===== src/rtl/cam_ram_lookup_if.sv =====
// Lookup, CAM-write and RAM-config signal bundle for cam_ram_lookup.
// master = key source / configuration agent, slave = the lookup engine.
interface cam_ram_lookup_if #(
  parameter int C_WIDTH  = 4,
  parameter int C_ADDR_W = 4,
  parameter int C_DATA_W = 32
);
  // No back-pressure anywhere: en, cam_we and ram_wr_en are single-cycle
  // strobes sampled on the rising clock edge. A cam_we seen while busy=1 is
  // dropped. lookup_valid marks the cycle in which lookup_data belongs to a
  // key that was sampled two edges earlier.
  logic                en;
  logic [C_WIDTH-1:0]  cmp_din;
  logic [C_WIDTH-1:0]  cmp_data_mask;
  logic                match;
  logic [C_ADDR_W-1:0] match_addr;
  logic [C_DATA_W-1:0] lookup_data;
  logic                lookup_valid;
  logic                cam_we;
  logic [C_ADDR_W-1:0] cam_wr_addr;
  logic [C_WIDTH-1:0]  cam_din;
  logic [C_WIDTH-1:0]  cam_data_mask;
  logic                cam_wr_valid;
  logic                busy;
  logic                ram_wr_en;
  logic [C_ADDR_W-1:0] ram_addr;
  logic [C_DATA_W-1:0] ram_data_in;
  logic [C_DATA_W-1:0] ram_data_out;

  modport master (
    output en, cmp_din, cmp_data_mask,
    output cam_we, cam_wr_addr, cam_din, cam_data_mask, cam_wr_valid,
    output ram_wr_en, ram_addr, ram_data_in,
    input  match, match_addr, lookup_data, lookup_valid, busy, ram_data_out
  );

  modport slave (
    input  en, cmp_din, cmp_data_mask,
    input  cam_we, cam_wr_addr, cam_din, cam_data_mask, cam_wr_valid,
    input  ram_wr_en, ram_addr, ram_data_in,
    output match, match_addr, lookup_data, lookup_valid, busy, ram_data_out
  );
endinterface


===== src/rtl/cam_ram_lookup.sv =====
// Ternary CAM (priority-encoded) feeding a 2-stage action-RAM lookup pipeline.
// Optional macro CAM_MEM_INIT_EN marks all entries valid at reset and keeps RAM contents.
module cam_ram_lookup #(
  parameter int C_DEPTH  = 16,
  parameter int C_WIDTH  = 4,
  parameter int C_ADDR_W = 4,
  parameter int C_DATA_W = 32
`ifdef CAM_MEM_INIT_EN
  ,
  parameter string C_CAM_INIT_FILE = "cam_init.mem",
  parameter string C_RAM_INIT_FILE = "ram_init.mem"
`endif
) (
  input logic             clk,
  input logic             aresetn,
  cam_ram_lookup_if.slave io
);

  logic [C_WIDTH-1:0]  key_q  [C_DEPTH];
  logic [C_WIDTH-1:0]  mask_q [C_DEPTH];
  logic [C_DEPTH-1:0]  cam_valid;
  logic [C_DATA_W-1:0] ram_q  [C_DEPTH];

  logic [C_DEPTH-1:0]  hit;
  logic [C_ADDR_W-1:0] hit_addr;
  logic                busy_q;
  logic                wr_accept;

  logic                match_q;
  logic [C_ADDR_W-1:0] match_addr_q;
  logic                en_d;
  logic                lookup_valid_q;
  logic [C_DATA_W-1:0] lookup_data_q;
  logic [C_DATA_W-1:0] ram_dout_q;

  // A bit is compared only when neither the stored nor the lookup mask ignores it.
  always_comb begin
    hit = '0;
    for (int i = 0; i < C_DEPTH; i++) begin
      hit[i] = cam_valid[i] &&
               (((key_q[i] ^ io.cmp_din) & ~(mask_q[i] | io.cmp_data_mask)) == '0);
    end
  end

  // Scan from the top so the lowest matching index is the last one assigned.
  always_comb begin
    hit_addr = '0;
    for (int i = C_DEPTH - 1; i >= 0; i--) begin
      if (hit[i]) hit_addr = C_ADDR_W'(i);
    end
  end

  assign wr_accept = io.cam_we && !busy_q;

  always_ff @(posedge clk or negedge aresetn) begin
    if (!aresetn) begin
      busy_q <= 1'b0;
      for (int i = 0; i < C_DEPTH; i++) begin
`ifdef CAM_MEM_INIT_EN
        key_q[i]     <= '0;
        mask_q[i]    <= '0;
        cam_valid[i] <= 1'b1;
`else
        key_q[i]     <= '0;
        mask_q[i]    <= '0;
        cam_valid[i] <= 1'b0;
`endif
      end
    end else begin
      busy_q <= wr_accept;
      if (wr_accept) begin
        key_q[io.cam_wr_addr]     <= io.cam_din;
        mask_q[io.cam_wr_addr]    <= io.cam_data_mask;
        cam_valid[io.cam_wr_addr] <= io.cam_wr_valid;
      end
    end
  end

  // Config port: registered read-first, so a same-edge write returns the old word.
  always_ff @(posedge clk or negedge aresetn) begin
    if (!aresetn) begin
`ifndef CAM_MEM_INIT_EN
      for (int i = 0; i < C_DEPTH; i++) ram_q[i] <= '0;
`endif
      ram_dout_q <= '0;
    end else begin
      ram_dout_q <= ram_q[io.ram_addr];
      if (io.ram_wr_en) ram_q[io.ram_addr] <= io.ram_data_in;
    end
  end

  always_ff @(posedge clk or negedge aresetn) begin
    if (!aresetn) begin
      match_q        <= 1'b0;
      match_addr_q   <= '0;
      en_d           <= 1'b0;
      lookup_valid_q <= 1'b0;
      lookup_data_q  <= '0;
    end else begin
      if (io.en) begin
        match_q      <= |hit;
        match_addr_q <= hit_addr;
      end
      en_d           <= io.en;
      lookup_valid_q <= en_d;
      lookup_data_q  <= match_q ? ram_q[match_addr_q] : '0;
    end
  end

  assign io.match        = match_q;
  assign io.match_addr   = match_addr_q;
  assign io.lookup_data  = lookup_data_q;
  assign io.lookup_valid = lookup_valid_q;
  assign io.busy         = busy_q;
  assign io.ram_data_out = ram_dout_q;

endmodule


===== src/flat_wrapper.sv =====
// flat-port wrapper written by rule: the top's interface ports become plain ports
module cam_ram_lookup_flat 
#(
  parameter int C_DEPTH  = 16,
  parameter int C_WIDTH  = 4,
  parameter int C_ADDR_W = 4,
  parameter int C_DATA_W = 32

)
  (clk, aresetn, io_en, io_cmp_din, io_cmp_data_mask, io_cam_we, io_cam_wr_addr, io_cam_din, io_cam_data_mask, io_cam_wr_valid, io_ram_wr_en, io_ram_addr, io_ram_data_in, io_match, io_match_addr, io_lookup_data, io_lookup_valid, io_busy, io_ram_data_out);
  cam_ram_lookup_if #(.C_WIDTH(C_WIDTH), .C_ADDR_W(C_ADDR_W), .C_DATA_W(C_DATA_W)) io_i ();
  input logic clk;
  input logic aresetn;
  input wire logic [$bits(io_i.en)-1:0] io_en;
  input wire logic [$bits(io_i.cmp_din)-1:0] io_cmp_din;
  input wire logic [$bits(io_i.cmp_data_mask)-1:0] io_cmp_data_mask;
  input wire logic [$bits(io_i.cam_we)-1:0] io_cam_we;
  input wire logic [$bits(io_i.cam_wr_addr)-1:0] io_cam_wr_addr;
  input wire logic [$bits(io_i.cam_din)-1:0] io_cam_din;
  input wire logic [$bits(io_i.cam_data_mask)-1:0] io_cam_data_mask;
  input wire logic [$bits(io_i.cam_wr_valid)-1:0] io_cam_wr_valid;
  input wire logic [$bits(io_i.ram_wr_en)-1:0] io_ram_wr_en;
  input wire logic [$bits(io_i.ram_addr)-1:0] io_ram_addr;
  input wire logic [$bits(io_i.ram_data_in)-1:0] io_ram_data_in;
  output wire logic [$bits(io_i.match)-1:0] io_match;
  output wire logic [$bits(io_i.match_addr)-1:0] io_match_addr;
  output wire logic [$bits(io_i.lookup_data)-1:0] io_lookup_data;
  output wire logic [$bits(io_i.lookup_valid)-1:0] io_lookup_valid;
  output wire logic [$bits(io_i.busy)-1:0] io_busy;
  output wire logic [$bits(io_i.ram_data_out)-1:0] io_ram_data_out;
  assign io_i.en = io_en;
  assign io_i.cmp_din = io_cmp_din;
  assign io_i.cmp_data_mask = io_cmp_data_mask;
  assign io_i.cam_we = io_cam_we;
  assign io_i.cam_wr_addr = io_cam_wr_addr;
  assign io_i.cam_din = io_cam_din;
  assign io_i.cam_data_mask = io_cam_data_mask;
  assign io_i.cam_wr_valid = io_cam_wr_valid;
  assign io_i.ram_wr_en = io_ram_wr_en;
  assign io_i.ram_addr = io_ram_addr;
  assign io_i.ram_data_in = io_ram_data_in;
  assign io_match = io_i.match;
  assign io_match_addr = io_i.match_addr;
  assign io_lookup_data = io_i.lookup_data;
  assign io_lookup_valid = io_i.lookup_valid;
  assign io_busy = io_i.busy;
  assign io_ram_data_out = io_i.ram_data_out;
  cam_ram_lookup #(.C_DEPTH(C_DEPTH), .C_WIDTH(C_WIDTH), .C_ADDR_W(C_ADDR_W), .C_DATA_W(C_DATA_W)) u_core (.clk(clk), .aresetn(aresetn), .io(io_i));
endmodule

===== config.mk =====
export PLATFORM = sky130hd
export DESIGN_NAME = cam_ram_lookup_flat
export DESIGN_NICKNAME = d
export VERILOG_FILES = /design/src/rtl/cam_ram_lookup_if.sv /design/src/rtl/cam_ram_lookup.sv /design/src/flat_wrapper.sv
export SDC_FILE = /design/constraint.sdc
export NUM_CORES = 1
export LEC_CHECK = 0
export ABC_AREA = 1
export CORE_ASPECT_RATIO = 1.4
export CORE_MARGIN = 2
export CORE_UTILIZATION = 55
export CTS_CLUSTER_SIZE = 28
export DETAILED_ROUTE_END_ITERATION = 12
export MAX_ROUTING_LAYER = met4
export PLACE_DENSITY = 0.74
export SLEW_MARGIN = 20
export SYNTH_ARGS = -nofsm -noshare
export SYNTH_HDL_FRONTEND = slang
export SYNTH_SLANG_ARGS = --single-unit

===== constraint.sdc =====
create_clock -name clk -period 1.9 [get_ports clk]
set_clock_uncertainty 0.05 [all_clocks]
set_input_delay 0.19 -clock clk [delete_from_list [all_inputs] [get_ports clk]]
set_output_delay 0.19 -clock clk [all_outputs]
set_load 0.05 [all_outputs]

==> results of run 1 <==
-- stage by stage --
stage	std cells	hold slack (ns)	power, mW
finish	5628	0.1402	56.81
global route	5628	0.1578	59.72
CTS	5614	0.1272	55.85
detailed placement	5487	0.02896	41.27
global placement	5487	0.02894	40.85
floorplan	4614	-0.1556	33.52
-- state kept, by name (all words and copies together) (netlist names), 4 cells and up --
name / count
u_core.cam_valid: 16
u_core.io.lookup_data: 32
u_core.io.match_addr: 4
u_core.io.ram_data_out: 32
u_core.key_q: 64
u_core.mask_q: 64
u_core.ram_q: 512
-- cells by family (layout without fill, tap and decap cells) --
group | count (synthesis) | count (layout) | synth area share
xor+xnor | 24 | 24 | 0.005897
buf+inv | 732 | 902 | 0.08031
compound gates | 1498 | 1498 | 0.2135
other cells | 0 | 4 | 0
flops | 728 | 728 | 0.5111
simple gates | 1632 | 1632 | 0.1892
-- power breakdown --
| group | internal (mW) | total (mW) | switching [mW] |
|---|---|---|---|
| combinational | 7.17 | 20.6 | 13.5 |
| clock | 8.67 | 14.9 | 6.19 |
| sequential | 19.2 | 21.3 | 2.17 |
| total | 35.0 | 56.8 | 21.8 |
-- cell usage after synthesis, types with 20 or more instances --
master	number	area, um^2
a21oi_1	301	1506
buf_1	26	97.59
buf_2	26	130.1
clkbuf_1	296	1111
dfrtp_1	728	18220
inv_1	370	1389
nand2_1	1154	4332
nand3_1	314	1572
nand4_1	35	219.0
nor2_1	73	274.0
nor3_1	26	130.1
o21ai_0	1138	5695
o22ai_1	33	206.5
xnor2_1	20	175.2
-- path summary, 6_finish.rpt --
kind	startpoint	end	slack (ns)	depth (start not counted)
max in group asynchronous	aresetn	u_core.ram_q[37]$_DFFE_PN0P_	0.46	3
hold reg to reg	u_core.en_d$_DFF_PN0_	u_core.io.lookup_valid$_DFF_PN0_	0.34	0
setup reg to reg	u_core.key_q[12]$_DFFE_PN0P_	u_core.io.match_addr[0]$_DFFE_PN0P_	-0.002	19
hold / removal	io_en	u_core.en_d$_DFF_PN0_	0.14	2
min in group asynchronous	aresetn	u_core.ram_q[356]$_DFFE_PN0P_	0.20	3
setup / recovery	u_core.key_q[12]$_DFFE_PN0P_	u_core.io.match_addr[0]$_DFFE_PN0P_	-0.002	19
-- cell type report --
class                           count  area [um^2]  share of cell area
Clock buffer                       98         2021             0.04774
Timing Repair Buffer              406         4479              0.1058
Inverter                          371         1404             0.03316
Clock inverter                     27        376.6            0.008897
Sequential cell                   728        18230              0.4307
Tap cell                          840         1051             0.02483
Antenna cell                        4        10.01           0.0002365
Multi-Input combinational cell   3154        14760              0.3486
-- metal layers --
metal  global-route usage  vias to the layer above  wire (um)
met1               0.4307                    15800      43140
met3              0.06597                      493      10910
li1                     -                    15490          -
met2               0.5823                     1865      56280
met5                    -                        -          0
met4               0.2096                        0       7011
-- timing repair --
| item | in CTS | in global routing |
|---|---|---|
| hold endpoints to repair | 728 | 0 |
| buffers inserted | 0 | 8 |
| endpoints found under the setup margin | 68 | 26 |
| gates resized for setup | 66 | 28 |
| gates cloned | 0 | 2 |
| pin swaps | 3 | 5 |
| hold buffers | 2 | 0 |
==> metrics.md, run 1 <==
| Metric | Value |
|---|---|
| Maxcap violations | 0 |
| Ratio of cells with drive above 1 in the final layout | 0.09783 |
| Post-synthesis register bit count | about 730 |
| WL final | between 100 and 150 mm |
| Failing checks | negative setup slack |
| Nets | 4795 |
| Leakage | slightly below 20 nW |
| Placed inst area | 39750 um^2 |
| IR drop worst, VDD | between 0.001 and 0.0015 V |
| Final HPWL DP | a little over 70 mm |
| Final core occ | 0.6586 |
| Most common cell after layout, fill and taps aside | nand2_1 |
| First drt pass iteration count | 6 |
| RSZ-0062 raised after global routing | true |
| Worst EP arrival | 2.37 ns |
| Slew headroom | 0.5292 |
| Most used cell, CP | nand2_1 |
| Pwr dens | 1342 nW/um^2 |
| Port Buffers | between 100 and 150 |
| Crit path time final | 1.902 ns |
| Global-route wire length before repair | 182.4 mm |
| Largest stage delay on the critical path | between 0.3 and 0.4 ns |
| Grt ovf | 0 |
| Status | finished, violations left |
| Startpoint Class | flop |
| Via-to-Cell Ratio | 5.979 |
| Yosys warns | 0 |
| DRC | 0 |
| Vias in the first global route | roughly 33000 |
| Delay-heaviest family, CP | simple AND/OR/NAND/NOR gates |
| Placement Rows | 110 |
| Setup TNS | -0.001664 ns |
| Die Footprint | 66890 um^2 |
| Maximum fanout along the worst path | 2 |
| Cells after synthesis | 4614 |
| Mapped Nets | ~4700 |
| Period utilisation layout | 1.001 |
| CTS H-Tree Depth | 3 |
| Worst-Margin Slew | 0.7039 ns |
| CTS buffer count | 72 |
| Prevailing post-synth register cell | dfrtp_1 |
| Placer Congestion | 0.8899 |
| Post-route ant nets | 0 |
| Vias | 33650 |
| Post-synthesis cell area | between 30000 and 40000 um^2 |
| Total GRT Usage | 0.3636 |
| Mean Syn Cell Area | roughly 7.7 um^2 |
| Fill count | 5378 |
| CP Buf/Inv Count | 1 |
| Root buf cell | clkbuf_16 |
| Clock Latency Late Sink | 0.63 ns |
| Max Clock Freq | 525.9 MHz |
| Async set-or-reset flop fraction in the synthesized netlist | 1.000 |
| Place WS | -0.5360 ns |
| Max stage delay cell, worst path | dfrtp_1 |
| Final worst slack | -0.001664 ns |
| Final instance area | around 42000 um^2 |
| Post-synthesis cell type count | 43 |
| Sequential element share of the synthesized area | 0.5111 |
| Average wire per standard cell | around 21 um |
| Die width | 219.2 um |
| Final setup viols | 1 |
| Die Ht | 305.2 um |
| Fin. Hold Viols | 0 |
| Most frequent cells in the layout | 1140 x nand2_1, 1136 x o21ai_0, 724 x dfrtp_1 |
| Worst Setup End Kind | flop |
| Largest net degree at the start of global routing | between 80 and 90 |
| Detailed router's first-iteration violation count | 3974 |
| Starting Density | 0.5546 |
| Initial antenna violation count | 4 |
| Area grow syn2layout | 18.76% |
| # clock sinks | 728 |
| CP cell instances | or2_2 -> nand3_1 -> nand2_1 -> inv_1 -> nand4_1 -> nand2_1 -> nand2_1 -> nand2_2 -> nand2_2 -> nand2_2 -> nand2_1 -> nand2_1 -> nand2_1 -> nand2_1 -> nand2_1 -> nand2_1 -> nand2_1 -> nand2_1 -> nand2_1 |
| WP data required | 2.37 ns |
| Setup Crit Path Kind | flop to flop |
| CTS tree | done |
| Slew Viols, Final | 0 |
| HP Class | input port to flop |
| Max clock buf depth | 3 |
| I/O pins | between 100 and 150 |
| CTS clk-pin slew, worst paths | about 0.060 ns |
| Core footprint | 64270 um^2 |
| Number of flops mapped to enable cells by yosys | 0 |
Note: power is estimated with default switching activity, not from simulation.
==> run 2: changes to the inputs <==
--- a/config.mk
+++ b/config.mk
@@ -12,7 +12,7 @@
 export CTS_CLUSTER_SIZE = 28
 export DETAILED_ROUTE_END_ITERATION = 12
 export MAX_ROUTING_LAYER = met4
-export PLACE_DENSITY = 0.74
+export PLACE_DENSITY = 0.73
 export SLEW_MARGIN = 20
 export SYNTH_ARGS = -nofsm -noshare
 export SYNTH_HDL_FRONTEND = slang
==> run 2 against run 1 <==
Against the previous run: the run now ends clean; combinational power is 4% higher; fmax is 1.9% higher; sequential power hardly changed; critical path type unchanged.
==> metrics.md, run 2 (synthesis gave the netlist of run 1 again) <==
| Metric | Value |
|---|---|
| Placed insts | 5480 (was 5487) |
| Average wire per standard cell | 21.19 um (was 20.85 um) |
| Grt ovf | 0 (unchanged) |
| Crit path time final | 1.867 ns (was 1.902 ns) |
| First drt pass iteration count | 7 (was 6) |
| CTS H-Tree Depth | 3 (unchanged) |
| RSZ-0062 raised after global routing | true (unchanged) |
| Maximum fanout along the worst path | 14 (was 2) |
| Detailed router's first-iteration violation count | 4063 (was 3974) |
| Nets | 4792 (was 4795) |
| CTS buffer count | 73 (was 72) |
| Layout Cells excl Fill | 5630 (was 5628) |
| Via-to-Cell Ratio | 6.030 (was 5.979) |
| WP data required | 2.37 ns (about the same) |
| I/O pins | 133 (unchanged) |
| Maxcap violations | 0 (unchanged) |
| # clock sinks | 728 (unchanged) |
| Starting Density | 0.5546 (unchanged) |
| Setup Crit Path Kind | flop to flop (unchanged) |
| HP Class | input port to flop (unchanged) |
| Max clock buf depth | 3 (unchanged) |
| Final setup viols | 0 (was 1) |
| Max Clock Freq | 535.6 MHz (was 525.9 MHz) |
| Slew Viols, Final | 0 (unchanged) |
| DRC | 0 (unchanged) |
| Die Footprint | 66890 um^2 (unchanged) |
| IR drop worst, VDD | 0.0009447 V (was 0.001017 V) |
| Most frequent cells in the layout | 1141 x nand2_1, 1138 x o21ai_0, 724 x dfrtp_1 (was 1140 x nand2_1, 1136 x o21ai_0, 724 x dfrtp_1) |
| Placement Rows | 110 (unchanged) |
| Place WS | -0.5827 ns (was -0.5360 ns) |
| Largest register FFs | 512 (unchanged) |
| Biggest regs | u_core.ram_q (512), u_core.key_q (64), u_core.mask_q (64) (unchanged) |
| Placer Congestion | 0.9074 (was 0.8899) |
| Pwr dens | 1352 nW/um^2 (was 1342 nW/um^2) |
| Top reg by flops | u_core.ram_q (unchanged) |
| Port Buffers | 132 (unchanged) |
| Total power | 57.60 mW (was 56.81 mW) |
| Final worst slack | 0.03300 ns (was -0.001664 ns) |
| Hold_ws | 0.1290 ns (was 0.1402 ns) |
| Largest net degree at the start of global routing | 88 (was 85) |
| Initial antenna violation count | 4 (unchanged) |
| Total GRT Usage | 0.3651 (was 0.3636) |
| Period utilisation layout | 0.9826 (was 1.001) |
| Vias in the first global route | 32580 (was 32830) |
| CTS tree | done (unchanged) |
| Status | finished clean (was finished, violations left) |
| Core footprint | 64270 um^2 (unchanged) |
| Final HPWL DP | 71.73 mm (was 72.23 mm) |
| Slew headroom | 0.3189 (was 0.5292) |
| Leakage | 19.76 nW (was 19.65 nW) |
| Area grow syn2layout | 19.52% (was 18.76%) |
| Ratio of cells with drive above 1 in the final layout | 0.09674 (was 0.09783) |
| Die width | 219.2 um (unchanged) |
| Worst EP arrival | 2.34 ns (was 2.37 ns) |
| WL final | 119.3 mm (was 117.4 mm) |
| Post-route ant nets | 0 (unchanged) |
| Startpoint Class | flop (unchanged) |
| CTS clk-pin slew, worst paths | 0.06 ns (about the same) |
| Clock Latency Late Sink | 0.63 ns (about the same) |
| Worst Setup End Kind | flop (unchanged) |
| Fin. Hold Viols | 0 (unchanged) |
| Global-route wire length before repair | 183.1 mm (was 182.4 mm) |
| Most common cell after layout, fill and taps aside | nand2_1 (unchanged) |
| Vias | 33950 (was 33650) |
| Root buf cell | clkbuf_16 (unchanged) |
| Worst-Margin Slew | 1.018 ns (was 0.7039 ns) |
| Fill count | 5398 (was 5378) |
| Die Ht | 305.2 um (unchanged) |
-- run 2: cell count changes in the layout (fill, tap and decap cells not counted), moves of 5 or more --
cell	change
buf_12	+13
buf_4	-22
bufinv_16	-5
clkbuf_16	+9
clkbuf_8	+5
-- run 2: final timing paths --
| kind | startpoint | to | slack (ns) | cells after the start |
|---|---|---|---|---|
| worst max-delay path | u_core.io.match_addr[0]$_DFFE_PN0P_ | u_core.io.lookup_data[3]$_DFF_PN0_ | 0.03 | 9 |
| worst min-delay path | io_en | u_core.en_d$_DFF_PN0_ | 0.13 | 2 |
| worst max register to register | u_core.io.match_addr[0]$_DFFE_PN0P_ | u_core.io.lookup_data[3]$_DFF_PN0_ | 0.03 | 9 |
| worst min register to register | u_core.en_d$_DFF_PN0_ | u_core.io.lookup_valid$_DFF_PN0_ | 0.32 | 0 |
| max in group asynchronous | aresetn | u_core.io.ram_data_out[24]$_DFF_PN0_ | 0.19 | 3 |
| min in group asynchronous | aresetn | u_core.ram_q[225]$_DFFE_PN0P_ | 0.19 | 3 |
-- run 2: layout make-up --
class / count / area (um^2) / share of cell area
diodes: 4 / 10.01 / 0.0002350
flip-flops and latches: 728 / 18230 / 0.4279
repair buffers: 402 / 4735 / 0.1111
inverters: 371 / 1409 / 0.03307
multi-input cells: 3154 / 14740 / 0.3461
clock buffers: 111 / 2205 / 0.05175
clock inverters: 20 / 219.0 / 0.005140
well taps: 840 / 1051 / 0.02467
-- run 2: metrics by stage --
stage | area [um^2] | util | setup TNS (ns)
3_3_place_gp | 39860 | 0.6202 | -7.824
5_1_grt | 42600 | 0.6628 | -0.4313
2_1_floorplan | 35650 | - | 0
4_1_cts | 42250 | 0.6573 | 0
3_5_place_dp | 39860 | 0.6202 | -8.819
6_report | 42600 | 0.6628 | 0
-- run 2: worst max-delay path, stage by stage, from the launching register on --
cell	delay [ns]
dfrtp_4	0.57
buf_12	0.17
inv_12	0.12
buf_16	0.19
a21oi_1	0.08
o21ai_0	0.08
nand3_1	0.10
nand3_1	0.16
a21oi_2	0.07
buf_4	0.15
-- run 2: power breakdown --
group / leakage [nW] / total, mW / internal (mW) / switching (mW)
logic: 9.52 / 21.4 / 7.70 / 13.7
registers: 9.05 / 21.4 / 19.2 / 2.21
clock network: 1.19 / 14.9 / 8.57 / 6.29
-- run 2: metal layers --
| metal | global-route usage | part of all wire |
|---|---|---|
| met5 | - | 0 |
| met4 | 0.1870 | 0.055 |
| met3 | 0.06866 | 0.10 |
| met2 | 0.5831 | 0.48 |
| met1 | 0.4421 | 0.36 |
-- run 2: what timing repair did --
item | CTS | global route
setup buffers | 0 | 4
cloned | 0 | 7
setup endpoints to repair | 64 | 15
hold buffers | 3 | 0
hold endpoints to repair | 546 | 0
pin swaps | 0 | 5
gates resized for setup | 64 | 24
